[config.mk]
export PLATFORM = sky130hd
export DESIGN_NAME = aac_adts_frame_sequencer
export DESIGN_NICKNAME = d
export VERILOG_FILES = /design/src/rtl/aac_dec_pkg.sv /design/src/rtl/aac_adts_hdr_capture.sv /design/src/rtl/aac_adts_frame_sequencer.sv
export SDC_FILE = /design/constraint.sdc
export NUM_CORES = 1
export LEC_CHECK = 0
export CAP_MARGIN = 10
export CORE_MARGIN = 3
export CORE_UTILIZATION = 35
export CTS_BUF_LIST = sky130_fd_sc_hd__clkbuf_16
export CTS_CLUSTER_DIAMETER = 200
export DETAILED_ROUTE_END_ITERATION = 12
export SYNTH_ARGS = -nofsm -noshare
export SYNTH_HDL_FRONTEND = slang
export SYNTH_SLANG_ARGS = --single-unit
[constraint.sdc]
create_clock -name clk -period 2.3 [get_ports clk]
set_input_delay 0.46 -clock clk [delete_from_list [all_inputs] [get_ports clk]]
set_output_delay 0.46 -clock clk [all_outputs]
set_load 0.01 [all_outputs]
[src/rtl/aac_dec_pkg.sv]
// Shared types and ADTS constants for the AAC decoder front end.
// This file has no logic, so latency and backpressure do not apply.
package aac_dec_pkg;

  typedef enum logic [2:0] {
    ST_HUNT,
    ST_SYNC2,
    ST_HDR,
    ST_CRC,
    ST_CHECK,
    ST_CFG,
    ST_PAYLOAD,
    ST_WAIT_DONE
  } seq_state_t;

  localparam logic [7:0] ADTS_SYNC_HI = 8'hFF;
  localparam int         ADTS_HDR_LEN = 7;
  localparam int         ADTS_CRC_LEN = 2;

  typedef logic [12:0] frame_len_t;

  typedef struct packed {
    logic [1:0] profile;
    logic [3:0] sf_idx;
    logic [2:0] chan;
    logic [1:0] nblk;
  } adts_cfg_t;

  // Second syncword byte: upper nibble all ones, layer bits zero.
  function automatic logic is_sync_lo(input logic [7:0] b);
    return (b[7:4] == 4'hF) && (b[2:1] == 2'b00);
  endfunction

  function automatic frame_len_t hdr_len_of(input logic prot_absent);
    return prot_absent ? frame_len_t'(ADTS_HDR_LEN)
                       : frame_len_t'(ADTS_HDR_LEN + ADTS_CRC_LEN);
  endfunction

endpackage

[src/rtl/aac_adts_hdr_capture.sv]
// Latches ADTS header fields from header bytes 2..6, indexed by byte position.
// Fields update on the clock edge that accepts each header byte; it never stalls.
module aac_adts_hdr_capture
  import aac_dec_pkg::*;
(
  input  logic       clk,
  input  logic       rst_n,
  input  logic       cap_en,
  input  logic [2:0] byte_idx,
  input  logic [7:0] byte_dat,
  output adts_cfg_t  cfg,
  output frame_len_t frame_len
);

  // byte_idx 0 holds header byte 2. frame_length spans header bytes 3 to 5.
  always_ff @(posedge clk) begin
    if (!rst_n) begin
      cfg       <= '0;
      frame_len <= '0;
    end else if (cap_en) begin
      case (byte_idx)
        3'd0: begin
          cfg.profile <= byte_dat[7:6];
          cfg.sf_idx  <= byte_dat[5:2];
          cfg.chan[2] <= byte_dat[0];
        end
        3'd1: begin
          cfg.chan[1:0]    <= byte_dat[7:6];
          frame_len[12:11] <= byte_dat[1:0];
        end
        3'd2: frame_len[10:3] <= byte_dat;
        3'd3: frame_len[2:0]  <= byte_dat[7:5];
        3'd4: cfg.nblk        <= byte_dat[1:0];
        default: ;
      endcase
    end
  end

endmodule

[src/rtl/aac_adts_frame_sequencer.sv]
// Finds the ADTS sync, checks the header, hands config to the core, streams the payload and waits for done.
// Payload passes through combinationally with zero latency, and in_ready follows out_ready. Header bytes are always accepted.
module aac_adts_frame_sequencer
  import aac_dec_pkg::*;
#(
  parameter int CNT_W      = 16,
  parameter int TIMEOUT    = 65535,
  parameter int MAX_SF_IDX = 11
) (
  input  logic             clk,
  input  logic             rst_n,
  input  logic             flush,
  input  logic [7:0]       in_data,
  input  logic             in_valid,
  output logic             in_ready,
  output logic             cfg_valid,
  input  logic             cfg_ready,
  output logic [1:0]       cfg_profile,
  output logic [3:0]       cfg_sf_idx,
  output logic [2:0]       cfg_chan,
  output logic [1:0]       cfg_nblk,
  output logic [7:0]       out_data,
  output logic             out_valid,
  output logic             out_last,
  input  logic             out_ready,
  input  logic             core_done,
  output logic             busy,
  output logic             err_pulse,
  output logic [CNT_W-1:0] frame_count,
  output logic [CNT_W-1:0] err_count
);

  localparam int TMR_W = (TIMEOUT < 2) ? 1 : $clog2(TIMEOUT + 1);
  localparam logic [TMR_W-1:0] TMR_LAST = (TIMEOUT == 0) ? '0 : TMR_W'(TIMEOUT - 1);
  localparam logic [3:0] SF_MAX = 4'(MAX_SF_IDX);

  seq_state_t       state, state_nxt;
  logic [2:0]       byte_cnt;
  logic             prot_absent;
  frame_len_t       payload_rem;
  frame_len_t       hdr_len;
  frame_len_t       frame_len;
  adts_cfg_t        hdr_cfg;
  logic [TMR_W-1:0] timer;
  logic             fire;
  logic             hdr_ok;
  logic             last_hdr_byte;
  logic             last_crc_byte;
  logic             timeout_hit;

  assign fire          = in_valid & in_ready;
  assign hdr_len       = hdr_len_of(prot_absent);
  assign hdr_ok        = (frame_len > hdr_len) && (hdr_cfg.sf_idx <= SF_MAX);
  // Header bytes 0 and 1 are the syncword, so the capture sees LEN-2 bytes.
  assign last_hdr_byte = (byte_cnt == 3'(ADTS_HDR_LEN - 3));
  assign last_crc_byte = (byte_cnt == 3'(ADTS_CRC_LEN - 1));
  assign timeout_hit   = (TIMEOUT != 0) && (timer == TMR_LAST);

  aac_adts_hdr_capture u_hdr_capture (
    .clk       (clk),
    .rst_n     (rst_n),
    .cap_en    ((state == ST_HDR) && fire),
    .byte_idx  (byte_cnt),
    .byte_dat  (in_data),
    .cfg       (hdr_cfg),
    .frame_len (frame_len)
  );

  always_ff @(posedge clk) begin
    if (!rst_n) state <= ST_HUNT;
    else        state <= state_nxt;
  end

  always_comb begin
    state_nxt = state;
    case (state)
      ST_HUNT: begin
        if (fire && (in_data == ADTS_SYNC_HI)) state_nxt = ST_SYNC2;
      end
      ST_SYNC2: begin
        if (fire) begin
          if (is_sync_lo(in_data))           state_nxt = ST_HDR;
          else if (in_data != ADTS_SYNC_HI)  state_nxt = ST_HUNT;
        end
      end
      ST_HDR: begin
        if (fire && last_hdr_byte) state_nxt = prot_absent ? ST_CHECK : ST_CRC;
      end
      ST_CRC: begin
        if (fire && last_crc_byte) state_nxt = ST_CHECK;
      end
      ST_CHECK:   state_nxt = hdr_ok ? ST_CFG : ST_HUNT;
      ST_CFG: begin
        if (cfg_ready) state_nxt = ST_PAYLOAD;
      end
      ST_PAYLOAD: begin
        if (fire && (payload_rem == 13'd1)) state_nxt = ST_WAIT_DONE;
      end
      ST_WAIT_DONE: begin
        if (core_done || timeout_hit) state_nxt = ST_HUNT;
      end
      default: state_nxt = ST_HUNT;
    endcase
    if (flush) state_nxt = ST_HUNT;
  end

  always_comb begin
    in_ready  = 1'b0;
    cfg_valid = 1'b0;
    out_valid = 1'b0;
    out_last  = 1'b0;
    out_data  = '0;
    err_pulse = 1'b0;
    case (state)
      ST_HUNT, ST_SYNC2, ST_HDR, ST_CRC: in_ready = 1'b1;
      ST_CHECK:     err_pulse = !hdr_ok && !flush;
      ST_CFG:       cfg_valid = 1'b1;
      ST_PAYLOAD: begin
        in_ready  = out_ready;
        out_valid = in_valid;
        out_data  = in_data;
        out_last  = (payload_rem == 13'd1);
      end
      // A done arriving on the timeout cycle wins, and the frame counts as completed.
      ST_WAIT_DONE: err_pulse = timeout_hit && !core_done && !flush;
      default: ;
    endcase
  end

  assign busy        = (state != ST_HUNT);
  assign cfg_profile = hdr_cfg.profile;
  assign cfg_sf_idx  = hdr_cfg.sf_idx;
  assign cfg_chan    = hdr_cfg.chan;
  assign cfg_nblk    = hdr_cfg.nblk;

  always_ff @(posedge clk) begin
    if (!rst_n) begin
      byte_cnt    <= '0;
      prot_absent <= 1'b0;
      payload_rem <= '0;
      timer       <= '0;
      frame_count <= '0;
      err_count   <= '0;
    end else begin
      if ((state == ST_SYNC2) && fire && is_sync_lo(in_data)) prot_absent <= in_data[0];

      if (flush || (state_nxt != state))                       byte_cnt <= '0;
      else if (fire && ((state == ST_HDR) || (state == ST_CRC))) byte_cnt <= byte_cnt + 3'd1;

      if (flush)                                  payload_rem <= '0;
      else if ((state == ST_CHECK) && hdr_ok)     payload_rem <= frame_len - hdr_len;
      else if ((state == ST_PAYLOAD) && fire)     payload_rem <= payload_rem - 13'd1;

      if (flush || (state != ST_WAIT_DONE)) timer <= '0;
      else                                  timer <= timer + TMR_W'(1);

      if ((state == ST_WAIT_DONE) && core_done && !flush && (frame_count != '1))
        frame_count <= frame_count + CNT_W'(1);

      if (err_pulse && (err_count != '1))
        err_count <= err_count + CNT_W'(1);
    end
  end

endmodule

==> flow_summary.ini <==
[route]
drc = 0
drtIter0Drc = 249
ant_nets = 0
drtPass1Iterations = 4
num_vias = 5016
wl_per_cell_um = 15.2
drt-total-wl_mm = 14.6
viasPerCell = 5.21

[global_route]
grt_max_degree = 34
grt_usage = 0.194
grt_overflow = 0
grt_pass1_wl_mm = 23.7
met3_usage = 0.0377
gr-usage-met1 = 0.239
grt-busiest-layer = met2
use_met2 = 0.339
antenna_found_initial = 0
grt_pass1_vias = 4964

[finish]
nets = 812
drive_gt1_frac = 0.254
fin_util = 0.546
register_area_mm2 = 0.00184
fillers = 1239
multi_input_area_mm2 = 0.00315
diodes = 0
syn_to_final_growth_pct = 50.3

[placed_design]
pre_cts_slack_ns = -0.401
port_buffers = 71
place_hpwl_mm = 10.8
gp_congestion = 0.923

[cts]
cts.clk_slew.worst_paths_ns = 0.07
cts_root_buffer = clkbuf_16
cts_buffers = 9
cts_tree = yes
cts_hold_buf = 0
cts.sinks = 92
clk_latency_ns = 0.35
clk_path_buf_depth = 2
cts_max_level = 3

[synth]
ys.flop_type = dfxtp_1
ys_seq_area_frac = 0.378
syn_area_per_cell_um2 = 8.15
synth_warnings = 0
synth_edf_count = 0
syn_inst = 598
synth_fp_nets = 629
syn-cell-area_mm2 = 0.00487
yosys.cell_types.count = 55
ys_seq_elements = 92
async_flop_share = 0

[timing]
setup_viol = 34
slew_headroom = 0.554
fin_skew_ns = 0.00698
fmax_ghz = 0.376
fin_crit_ns = 2.66
rsz0062_at_grt = true
slew_viol_final = 0
final.setup.worst_slack_ns = -0.359
hold_viol_final = 0
tightest_slew_ns = 0.663
whs_ns = 0.463
post-route-period-util = 1.16

[worst_setup_path]
required_ns = 2.58
r2r_setup_slack_ns = -0.36
cp.arrival_ns = 2.94
endpoint = byte_cnt[1]
startpoint = prot_absent
critPathMaxFanout = 3
worstSetupPathType = reg2reg
start_kind = flip-flop
rr_startpoint = prot_absent
reg2reg_depth = 11
reg2reg_to = byte_cnt[1]
crit_path_end_kind = flip-flop

[die]
boundaryPins = 72
dieArea_mm2 = 0.0154
start_util = 0.363
die_width_um = 124
die_h_um = 124
core_area_mm2 = 0.0134
rows = 42

[run]
maxCapViolCount = 0

[pwr]
power_frac_clock = 0.467
peakVddDrop_mv = 0.361
p_int_mw = 2.48
switchingPower_uw = 700
swShare = 0.220
p_leak_nw = 2.77
comb_power_share = 0.032
p_seq_frac = 0.501
p_per_area_mw_per_mm2 = 434

[run_status]
violations = setup timing
outcome = complete, but fails checks

[worst_hold_path]
hold_path.class = reg2reg
-- cell type report --
class	instances	share of cell area
repair buffers	198	0.238
multi-input cells	461	0.430
clock buffers	9	0.0308
clock inverters	7	0.00923
well taps	176	0.0301
inverters	19	0.00974
flip-flops and latches	92	0.252
-- synthesized netlist by cell type (all sizes together), types with 5 or more instances --
cell type	count	area [um^2]
dfxtp	92	1840
nor2	65	244
nand2	56	210
nand3	46	230
a21oi	43	215
clkbuf	26	97.6
xor2	23	201
xnor2	22	193
nor3	21	105
o21ai	20	100
inv	18	67.6
a211oi	17	128
or3	16	110
ha	15	188
nand4	12	75.1
and3	11	68.8
o31ai	11	82.6
and4	8	70.1
mux2i	8	80.1
or4	7	52.6
nor4	6	37.5
nor2b	5	31.3
-- layout by cell type (no fill, tap or decap), types with 5 or more instances in the layout --
| cell | instances |
|---|---|
| a211oi_1 | 8 |
| xnor2_1 | 22 |
| buf_6 | 17 |
| inv_1 | 18 |
| dfxtp_1 | 90 |
| nor2_1 | 61 |
| ha_1 | 13 |
| nand3_1 | 44 |
| clkbuf_16 | 9 |
| a21oi_2 | 6 |
| dlygate4sd2_1 | 10 |
| nand4_1 | 12 |
| and4_1 | 8 |
| mux2i_1 | 8 |
| o21ai_1 | 5 |
| or4_4 | 6 |
| xor2_1 | 23 |
| nor3_1 | 15 |
| o31ai_1 | 9 |
| nor3_2 | 6 |
| and3_1 | 11 |
| a21oi_1 | 37 |
| o21ai_0 | 13 |
| buf_4 | 107 |
| nand2_1 | 56 |
| clkdlybuf4s50_1 | 58 |
| a211oi_2 | 9 |
| or3_1 | 14 |
-- what timing repair did --
| action | CTS | global route |
|---|---|---|
| endpoints found under the setup margin | 41 | 37 |
| buffers inserted | 15 | 4 |
| resized for setup | 68 | 33 |
| gates cloned | 4 | 0 |
| pin swaps | 25 | 12 |
-- critical path, cell delays in order (launching register included) --
cell     delay (ns)
dfxtp_2        0.33
inv_2          0.06
ha_4           0.29
ha_4           0.13
nand3_2        0.06
a211o_1        0.32
buf_6          0.14
buf_6          0.11
o311a_4        0.38
o31a_1         0.25
a311o_1        0.35
nor3_2         0.16
-- layer usage --
layer	vias to the layer above	wire length, um
met5	-	0
met1	2403	6460
li1	2522	-
met2	74	7440
met3	17	490
met4	0	213
-- worst min-delay path by stage --
stage               slack [ns]                  startpoint                         end  cells past startpoint
floorplan                 0.44  u_hdr_capture.frame_len[3]  u_hdr_capture.frame_len[3]                      2
global placement          0.45        u_hdr_capture.cfg[9]        u_hdr_capture.cfg[9]                      2
detailed placement        0.46       u_hdr_capture.cfg[10]       u_hdr_capture.cfg[10]                      2
CTS                       0.46       u_hdr_capture.cfg[10]       u_hdr_capture.cfg[10]                      2
global route              0.49        u_hdr_capture.cfg[9]        u_hdr_capture.cfg[9]                      2
finish                    0.46        u_hdr_capture.cfg[9]        u_hdr_capture.cfg[9]                      2
-- state kept, by name, summed over array words and instances (netlist names), 3 cells and up --
register,cells
byte_cnt,3
err_count,16
frame_count,16
payload_rem,13
state,3
timer,16
u_hdr_capture.cfg,11
u_hdr_capture.frame_len,13
-- power groups by stage --
stage                     Combinational [mW]  Clock [mW]  Sequential (mW)
after floorplan                       0.0302           0             1.63
after global placement                0.0964           0             1.63
after detailed placement              0.0976           0             1.63
after CTS                             0.0999        1.52             1.59
after global routing                   0.109        1.57             1.59
final                                  0.102        1.48             1.59
-- metrics by stage --
stage | power (mW) | setup TNS, ns | area, um^2 | instances
6_report | 3.18 | -5.92 | 7320 | 962
3_3_place_gp | 1.73 | -3.01 | 6560 | 926
2_1_floorplan | 1.66 | -0.309 | 4910 | 598
5_1_grt | 3.27 | -8.76 | 7320 | 962
4_1_cts | 3.21 | -4.01 | 7170 | 960
3_5_place_dp | 1.73 | -4.62 | 6560 | 926
-- kinds of logic after synthesis --
family	Yosys count	synth area share
flops	92	0.378
compound gates	117	0.157
buf+inv	45	0.0347
simple gates	275	0.290
fa+ha+maj	16	0.0426
xor+xnor	45	0.0809
mux	8	0.0164
Note: power is estimated with default switching activity, not from simulation.
